**src/rtl/cnn_pkg.sv**
```systemverilog
// Shared definitions for the CNN datapath: pixel word format and conv1 map geometry.
package cnn_pkg;

  localparam int DATA_W = 30;

  typedef logic signed [DATA_W-1:0] pixel_t;

  localparam int CONV1_IMG_W = 24;
  localparam int CONV1_IMG_H = 24;

  function automatic logic is_odd(input int v);
    return (v % 2) != 0;
  endfunction

endpackage

```
**src/rtl/pool_line_buf.sv**
```systemverilog
// Row buffer for the pooling window generator: one write port, two combinational read taps.
module pool_line_buf #(
  parameter int DATA_W = 30,
  parameter int DEPTH  = 24,
  parameter int AW     = (DEPTH > 1) ? $clog2(DEPTH) : 1
) (
  input  logic                     clk,
  input  logic                     wr_en,
  input  logic [AW-1:0]            wr_addr,
  input  logic signed [DATA_W-1:0] wr_data,
  input  logic [AW-1:0]            rd_addr_a,
  output logic signed [DATA_W-1:0] rd_data_a,
  input  logic [AW-1:0]            rd_addr_b,
  output logic signed [DATA_W-1:0] rd_data_b
);

  logic signed [DATA_W-1:0] mem [DEPTH];

  // Contents are never reset; every slot is rewritten on an even row before it is read.
  always_ff @(posedge clk) begin
    if (wr_en) mem[wr_addr] <= wr_data;
  end

  assign rd_data_a = mem[rd_addr_a];
  assign rd_data_b = mem[rd_addr_b];

endmodule

```
**src/rtl/pool_window_gen.sv**
```systemverilog
// Streaming 2x2 stride-2 window generator feeding the max-pooling stage.
module pool_window_gen #(
  parameter int DATA_W = cnn_pkg::DATA_W,
  parameter int IMG_W  = cnn_pkg::CONV1_IMG_W,
  parameter int IMG_H  = cnn_pkg::CONV1_IMG_H
) (
  input  logic                     clk,
  input  logic                     rst_n,
  input  logic                     in_valid,
  output logic                     in_ready,
  input  logic signed [DATA_W-1:0] in_data,
  output logic                     win_valid,
  input  logic                     win_ready,
  output logic signed [DATA_W-1:0] win_0,
  output logic signed [DATA_W-1:0] win_1,
  output logic signed [DATA_W-1:0] win_2,
  output logic signed [DATA_W-1:0] win_3,
  output logic                     frame_done
);
  import cnn_pkg::*;

  localparam int CW = (IMG_W > 1) ? $clog2(IMG_W) : 1;
  localparam int RW = (IMG_H > 1) ? $clog2(IMG_H) : 1;

  if (is_odd(IMG_W) || is_odd(IMG_H) || IMG_W < 2 || IMG_H < 2) begin : g_bad_geometry
    $error("pool_window_gen: IMG_W and IMG_H must be even and at least 2");
  end

  logic [CW-1:0] col;
  logic [RW-1:0] row;
  logic signed [DATA_W-1:0] bl_hold;
  logic signed [DATA_W-1:0] buf_left;
  logic signed [DATA_W-1:0] buf_right;
  logic pix_xfer, win_xfer, win_load, col_last, row_last, last_win;

  assign in_ready = !win_valid || win_ready;
  assign pix_xfer = in_valid && in_ready;
  assign win_xfer = win_valid && win_ready;
  assign col_last = (col == CW'(IMG_W - 1));
  assign row_last = (row == RW'(IMG_H - 1));
  assign win_load = pix_xfer && row[0] && col[0];

  pool_line_buf #(
    .DATA_W (DATA_W),
    .DEPTH  (IMG_W),
    .AW     (CW)
  ) u_line_buf (
    .clk       (clk),
    .wr_en     (pix_xfer && !row[0]),
    .wr_addr   (col),
    .wr_data   (in_data),
    .rd_addr_a (col - CW'(1)),
    .rd_data_a (buf_left),
    .rd_addr_b (col),
    .rd_data_b (buf_right)
  );

  always_ff @(posedge clk) begin
    if (!rst_n) begin
      col <= '0;
      row <= '0;
    end else if (pix_xfer) begin
      if (col_last) begin
        col <= '0;
        row <= row_last ? '0 : row + RW'(1);
      end else begin
        col <= col + CW'(1);
      end
    end
  end

  always_ff @(posedge clk) begin
    if (!rst_n) begin
      bl_hold <= '0;
    end else if (pix_xfer && row[0] && !col[0]) begin
      bl_hold <= in_data;
    end
  end

  // A load in the same cycle as a window transfer keeps win_valid high with fresh words.
  always_ff @(posedge clk) begin
    if (!rst_n) begin
      win_valid <= 1'b0;
      win_0     <= '0;
      win_1     <= '0;
      win_2     <= '0;
      win_3     <= '0;
      last_win  <= 1'b0;
    end else if (win_load) begin
      win_valid <= 1'b1;
      win_0     <= buf_left;
      win_1     <= buf_right;
      win_2     <= bl_hold;
      win_3     <= in_data;
      last_win  <= row_last && col_last;
    end else if (win_xfer) begin
      win_valid <= 1'b0;
    end
  end

  always_ff @(posedge clk) begin
    if (!rst_n) frame_done <= 1'b0;
    else        frame_done <= win_xfer && last_win;
  end

endmodule
```
**config.mk**
```make
export PLATFORM = sky130hd
export DESIGN_NAME = pool_window_gen
export DESIGN_NICKNAME = d
export VERILOG_FILES = /design/src/rtl/cnn_pkg.sv /design/src/rtl/pool_line_buf.sv /design/src/rtl/pool_window_gen.sv
export SDC_FILE = /design/constraint.sdc
export NUM_CORES = 1
export LEC_CHECK = 0
export CAP_MARGIN = 20
export CORE_MARGIN = 2
export CORE_UTILIZATION = 49
export CTS_CLUSTER_DIAMETER = 40
export DETAILED_ROUTE_END_ITERATION = 10
export PLACE_DENSITY = 0.66
export SYNTH_ARGS = -nofsm -noshare
export SYNTH_HDL_FRONTEND = slang
export SYNTH_HIERARCHICAL = 1
export SYNTH_SLANG_ARGS = --single-unit
export TNS_END_PERCENT = 20
```
**constraint.sdc**
```tcl
create_clock -name clk -period 5.03 [get_ports clk]
set_input_delay 1.006 -clock clk [delete_from_list [all_inputs] [get_ports clk]]
set_output_delay 1.006 -clock clk [all_outputs]
set_load 0.02 [all_outputs]
```
* After elaboration in Yosys (flattened, before gate mapping)
Memories as Yosys holds them, arrays and structs flattened. A register that Yosys moved wholly into a read port is not among the register bits.
Cells that the tools add are included.
Widths: inputs -> output; s select.
** Word-level totals
- Memories kept :: 1
- Register bits after elaboration :: 103
- Word-level logic and storage cells :: 36
- RAM bits :: 720
- Output and inout bits :: 123
- Bits of input ports :: 34
** Memories
- u_line_buf.mem :: words 24, bits a word 30, read ports 2, clocked after memory_dff 2, wr ports 1, RTL line pool_line_buf.sv:17 : logic signed [DATA_W-1:0] mem [DEPTH];
** Operators by class
- Mux-type cells :: 6
- Add/sub/neg operators :: 3
- Equality and inequality tests :: 2
- Reductions and logical operators :: 16
** Operators with widths (number)
- $add 5x1->5 const B :: 2
- $eq 5x5->1 const B :: 2
- $mux 5 :: 2
- $logic_and 1x1->1 :: 8
- $logic_not 1->1 :: 5
- $sub 5x1->5 const B :: 1
- $mux 1 :: 4
- $reduce_and 2->1 :: 1
- $reduce_bool 2->1 :: 1
- $logic_or 1x1->1 :: 1

* Depth between registers and ports, before layout
Gate-level depths: netlist (run 1).
- Depth in word-level cells :: 6
- Gate-level depth with buffers :: 13

* Hierarchy
The synthesis (run 1) kept the hierarchy.
** By module, submodules not included
- pool_line_buf :: cells an instance 1943, times used 1, area an instance 33622.2 um^2
- pool_window_gen :: cells an instance 731, times used 1, area an instance 6193.4 um^2

* Worst setup path after synthesis (run 1)
Ideal clock, no wire load.
- Kind :: input -> register
- From :: input win_ready
- To :: memory u_line_buf.mem[12][0], enable pin
- Buffers on the path :: 2
- Path slack :: 1.056 ns
- Arrival :: 3.557 ns
- Stages :: 7
- Setup time :: 0.417 ns
- Path through :: nand2b_4 > buf_2 > nand2_1 > nor2_1 > or3b_2 > clkbuf_1 > nor2_1
** On the way
- Longest elaborated chain between the ends :: 5
** Ends and longest elaborated chain
- start: declaration :: RTL line pool_window_gen.sv:13 : input logic win_ready,
- $logic_or 1x1->1 :: RTL line pool_window_gen.sv:36 : assign in_ready = !win_valid || win_ready;
- net in_ready :: RTL line pool_window_gen.sv:10 : output logic in_ready,
- $logic_and 1x1->1 :: RTL line pool_window_gen.sv:37 : assign pix_xfer = in_valid && in_ready;
- $logic_and 1x1->1 :: RTL line pool_window_gen.sv:49 : .wr_en (pix_xfer && !row[0]),
- $mux 1 :: RTL line pool_line_buf.sv:21 : if (wr_en) mem[wr_addr] <= wr_data;
- $mux 1 (implied by the code) :: RTL line pool_line_buf.sv:21
- end: declaration :: RTL line pool_line_buf.sv:17
The timed path passes the listed nets, and every way through them passes these cells.

==> flow_summary.ini, run 1 <==
[worst_setup_path]
cp_max_fo = 37
cp.arrival_ns = 4.26
crit_path_top_delay_cell = and2_1
required_ns = 5.60
slowest_delay_ns = 0.89
crit_family = simple AND/OR/NAND/NOR gates
crit_path_end_kind = flip-flop
cp_num_buf_inv = 2
cp_cell_sequence = buf_4, and2_1, buf_4, nand2_1, a32oi_1, nand2_1, nand2_1, a21boi_0
start_kind = flip-flop
cp_common_cell = nand2_1
path_class = reg2reg

[global_route]
grt_util_all_layers = 0.2852
grt_start_max_net_pins = 110
grt_overflow = 0
antenna_found_initial = 3
grt_pass1_wl_um = 172500
grt_pass1_vias = 25680

[placement]
dpl.hpwl_um = 73640
numPlacedInstances = 3775
placed_area_mm2 = 0.04272
gp_congestion = 0.8431
place_ws_ns = 1.062
io_buffer_count = 156

[hold_path]
hp-class = reg2reg

[power_and_ir_drop]
vdd_ir_drop_max_uv = 288.4
totalPowerFinal_mw = 18.39
power_frac_clock = 0.481
netSwitchingFraction = 0.2416
pwr-share-seq = 0.433
p_sw_mw = 4.444
p_leak_nw = 15.68
intPower_mw = 13.95
p_per_area_mw_per_mm2 = 390.9
p_comb_frac = 0.086

[clock_tree]
clkLatencyLatePin_ns = 0.70
cts_tree = done
cts_root_buf = clkbuf_16
postCtsSetupRepairBufs = 0
cts_resized = 0
h-tree-depth = 3
clock_sinks = 883
postCtsHoldBufs = 0
clkTransAtPathRegs_ns = 0.05
cts_buffers = 120
ctsLongestPathBuffers = 3

[job]
drv_cap = 0

[run_status]
status = finished clean

[yosys]
netlist_area_mm2 = 0.03982
ys_seq_area_frac = 0.6250
syn-mean-instance-area_um2 = 14.89
synth.top_cell.area_share = 0.5430
ys_ff_latch = 883
async_flop_share = 0
yosys-top-cells-area = edfxtp_1 54%, mux4_2 11%, dfxtp_1 8.2%
ys.flop_type = edfxtp_1
synth_edf_count = 720
synth.largest_area_cell = edfxtp_1
synth_warnings = 6
ys_types = 46
synth_cells = 2674
synth_nets = 2711

[sta]
fin_ws_ns = 1.343
fin_skew_ns = 0.03915
rsz0062_at_grt = no
maxSlewViolCount = 0
slew_headroom = 0.1827
finalSetupViolCount = 0
tns_ns = 0
timing.final.crit_share = 0.7331
hold_slack_ns = 0.4552
fmax_mhz = 271.2
period_minus_slack_ns = 3.687
tightest_slew_ns = 1.222
hold_viol = 0

[routing]
viasPerCell = 6.347
drc = 0
wl_per_cell_um = 29.64
via_count = 25433
route.antenna.remaining_nets = 0
first_iter_violations = 2879
finalWirelength_um = 118800
drtPass1Iterations = 5

[layout]
stdcell_count = 4007
final_common_cell = edfxtp_1
final_cell_mix = 720 x edfxtp_1, 439 x nand2_1, 322 x mux2i_1
final_util = 0.5841
drive_gt1_frac = 0.2105
fin_area_mm2 = 0.04705
finalNetCount = 2876
syn_to_final_growth_pct = 18.16

[floorplanning]
die_h_um = 289.1
initial_core_util = 0.4943
io_pins = 157
rows = 104
die_area_mm2 = 0.08355
die_x_um = 289.1
fp.coreArea_mm2 = 0.08055
synthesized netlist by cell type (2+ instances only):
library cell,instances
nand2_1,439
edfxtp_1,720
a21boi_1,9
a21boi_0,148
buf_8,4
nand3_1,77
a221oi_1,60
or3_1,3
o21ai_0,19
and2_1,6
or3b_2,4
nor2b_1,11
and4_1,3
nand2b_1,2
nor2_1,33
a2bb2oi_1,20
mux2_2,60
xnor2_1,3
ha_1,3
a21oi_1,30
mux2i_1,322
mux4_2,200
nand3b_1,5
a22oi_1,40
xor2_1,2
a32oi_1,20
inv_1,5
o21ai_1,42
buf_4,11
buf_6,15
nand4_1,14
clkbuf_1,94
buf_2,68
buf_1,8
dfxtp_1,163
layer usage:
layer | up-vias | routed length (um) | global-route usage
met4 | 0 | 6046 | 0.1407
met1 | 13135 | 45680 | 0.3763
met5 | - | 0 | 0
met3 | 255 | 8736 | 0.03858
met2 | 1253 | 58310 | 0.4684
li1 | 10790 | - | -
path summary, 6_finish.rpt:
kind	start	to	slack (ns)	cells past startpoint
worst max-delay path	col[2]	win_1[17]	1.34	8
worst min register to register	win_2[27]	win_2[27]	0.46	2
worst min-delay path	win_2[27]	win_2[27]	0.46	2
worst max register to register	col[2]	win_1[17]	1.34	8
sequential cells by signal, indices dropped and copies added (netlist names), 5 cells and up:
register        flops
u_line_buf/mem    720
bl_hold            30
win_0              30
win_1              30
win_2              30
win_3              30
col                 5
row                 5
power by group through the flow:
stage	Combinational [mW]	Sequential, mW	Clock, mW
after floorplan	0.978	8.11	0
after global placement	1.55	8.11	0
after detailed placement	1.57	8.11	0
after CTS	1.57	7.96	8.94
after global routing	1.64	7.96	9.27
final	1.58	7.96	8.85
final cells by class:
type	instances	area [um^2]
fill	6119	33500
sequential	883	24900
multi-input combinational	1585	14120
clock buffer	138	3196
timing repair buffer	244	2397
tap	1060	1326
clock inverter	91	1082
inverter	5	31.28
antenna	1	2.502
cells by family after synthesis:
logic type	Yosys count	synth area share
mux	582	0.2110
simple gates	605	0.06430
flops	883	0.6250
xor+xnor	5	0.001100
buf+inv	206	0.02668
fa+ha+maj	3	0.0009428
compound gates	390	0.07096
worst register-to-register path, stage by stage (launching register included):
cell and delay (ns):
dfxtp_4 0.80, buf_4 0.56, and2_1 0.90, buf_4 0.38, nand2_1 0.08, a32oi_1 0.43
nand2_1 0.23, nand2_1 0.10, a21boi_0 0.09
No activity file was read; power rests on OpenSTA's default activity.
==> run 2: changes to the inputs <==
--- a/config.mk
+++ b/config.mk
@@ -10,7 +10,7 @@
 export CORE_UTILIZATION = 49
 export CTS_CLUSTER_DIAMETER = 40
 export DETAILED_ROUTE_END_ITERATION = 10
-export PLACE_DENSITY = 0.66
+export PLACE_DENSITY = 0.69
 export SYNTH_ARGS = -nofsm -noshare
 export SYNTH_HDL_FRONTEND = slang
 export SYNTH_HIERARCHICAL = 1
==> constraint.sdc (replaced) <==
create_clock -name clk -period 3.15 [get_ports clk]
set_input_delay 0.63 -clock clk [delete_from_list [all_inputs] [get_ports clk]]
set_output_delay 0.63 -clock clk [all_outputs]
set_load 0.02 [all_outputs]
==> run 2 against run 1 <==
Effect of this change:
- sequential share of layout area decreased by 1.0 points
- maximum frequency increased by 26%
- combinational power increased by 65%
- via count increased by 2.1%
- utilization increased by 1.2 points
- clock skew decreased by 0.0046 ns
- sequential power increased by 60%
- power increased by 60%
- non-clock buffer count increased by 65
- clock power increased by 60%
- highest routed layer is now met5
==> flow_summary.ini, run 2 (synthesized netlist as in run 1, its figures left out) <==
[run_status]
status = finished clean

[global_route]
grt_pass1_vias = 26431
grt_util_all_layers = 0.2872
grt_pass1_wl_um = 175400
grt_overflow = 0
grt_start_max_net_pins = 96
antenna_found_initial = 2

[layout]
final_common_cell = edfxtp_1
finalNetCount = 2942
stdcell_count = 4074
regMostFlops = u_line_buf/mem
drive_gt1_frac = 0.2277
final_cell_mix = 720 x edfxtp_1, 439 x nand2_1, 322 x mux2i_1
largest_reg_flops = 720
syn_to_final_growth_pct = 20.54

[sta]
maxSlewViolCount = 0
rsz0062_at_grt = no
fin_skew_ns = 0.03456
slew_headroom = 0.1781
hold_slack_ns = 0.4551
tns_ns = 0
fmax_mhz = 341.0
hold_viol = 0
period_minus_slack_ns = 2.933
tightest_slew_ns = 1.227
timing.final.crit_share = 0.9310
finalSetupViolCount = 0
fin_ws_ns = 0.2173

[worst_setup_path]
cp_max_fo = 29
start_kind = flip-flop
required_ns = 3.72
crit_path_end_kind = flip-flop
path_class = reg2reg
reg2reg_slack_ns = 0.22
cp.arrival_ns = 3.50

[routing]
wl_per_cell_um = 29.32
viasPerCell = 6.375
first_iter_violations = 3151
drc = 0
via_count = 25972
route.antenna.remaining_nets = 0
drtPass1Iterations = 7
finalWirelength_um = 119500

[floorplanning]
die_h_um = 289.1
rows = 104
die_x_um = 289.1
die_area_mm2 = 0.08355
io_pins = 157
fp.coreArea_mm2 = 0.08055
initial_core_util = 0.4943

[power_and_ir_drop]
intPower_mw = 22.37
pwr-share-seq = 0.430
netSwitchingFraction = 0.2420
p_sw_mw = 7.141
vdd_ir_drop_max_uv = 441.8
power_frac_clock = 0.481
p_per_area_mw_per_mm2 = 614.8
p_comb_frac = 0.088
p_leak_nw = 16.13

[placement]
gp_congestion = 0.8848
dpl.hpwl_um = 75570
place_ws_ns = 0.03926
numPlacedInstances = 3841
io_buffer_count = 156

[clock_tree]
cts_buffers = 121
cts_resized = 0
clock_sinks = 883
clkTransAtPathRegs_ns = 0.06
postCtsHoldBufs = 0
postCtsSetupRepairBufs = 0
cts_root_buf = clkbuf_16
ctsLongestPathBuffers = 3
clkLatencyLatePin_ns = 0.69
h-tree-depth = 3
cts_tree = done

[hold_path]
hp-class = reg2reg

[job]
drv_cap = 0
[run 2: changes by cell type in the layout (fill, tap and decap cells not counted), moves of 2 or more]
cell	previous run	this run
buf_12	12	49
buf_4	74	104
clkbuf_1	10	4
inv_8	2	8
buf_2	4	0
clkdlybuf4s50_1	151	155
clkinv_4	16	12
clkinv_1	3	6
inv_6	18	21
clkbuf_16	124	122
inv_16	2	0
inv_4	2	4
[run 2: worst paths after layout]
| check | from | end | cells after the start |
|---|---|---|---|
| min reg2reg | bl_hold[22] | win_2[22] | 2 |
| min | bl_hold[22] | win_2[22] | 2 |
| max reg2reg | col[0] | win_0[24] | 11 |
| max | col[0] | win_0[24] | 11 |
[run 2: area by class of cell]
cell class                      count  area, um^2
Antenna cell                        1       2.502
Clock buffer                      131        3137
Clock inverter                    100        1155
Fill cell                        5968       32550
Inverter                            5       31.28
Multi-Input combinational cell   1585       14110
Sequential cell                   883       24900
Tap cell                         1060        1326
Timing Repair Buffer              309        3341
[run 2: worst max-delay path, cell delays in order (launching register included)]
cell	delay [ns]
dfxtp_4	0.41
inv_8	0.03
ha_1	0.26
xor2_4	0.18
buf_4	0.27
buf_4	0.45
mux4_2	0.38
mux2_2	0.28
nand2_1	0.15
nand3_1	0.16
nand2_1	0.14
a21boi_0	0.09
[run 2: metrics by stage]
step	cell area (um^2)	utilization	total power [mW]
2_1_floorplan	39820	-	14.50
3_3_place_gp	43670	0.5422	15.46
3_5_place_dp	43670	0.5422	15.50
4_1_cts	47960	0.5955	29.58
5_1_grt	47990	0.5958	30.25
6_report	47990	0.5959	29.51
[run 2: per-layer routing]
layer	share of wire	up-vias	track usage
li1	-	10937	-
met1	0.39	13263	0.3906
met2	0.47	1515	0.4570
met3	0.098	255	0.05354
met4	0.042	2	0.1211
met5	0.000059	-	0
[run 2: power by group through the flow]
stage	Clock, mW	Sequential, mW	Combinational, mW
2_1_floorplan	0	12.9	1.56
3_3_place_gp	0	12.9	2.52
3_5_place_dp	0	12.9	2.55
4_1_cts	14.3	12.7	2.56
5_1_grt	14.8	12.7	2.71
6_report	14.2	12.7	2.60
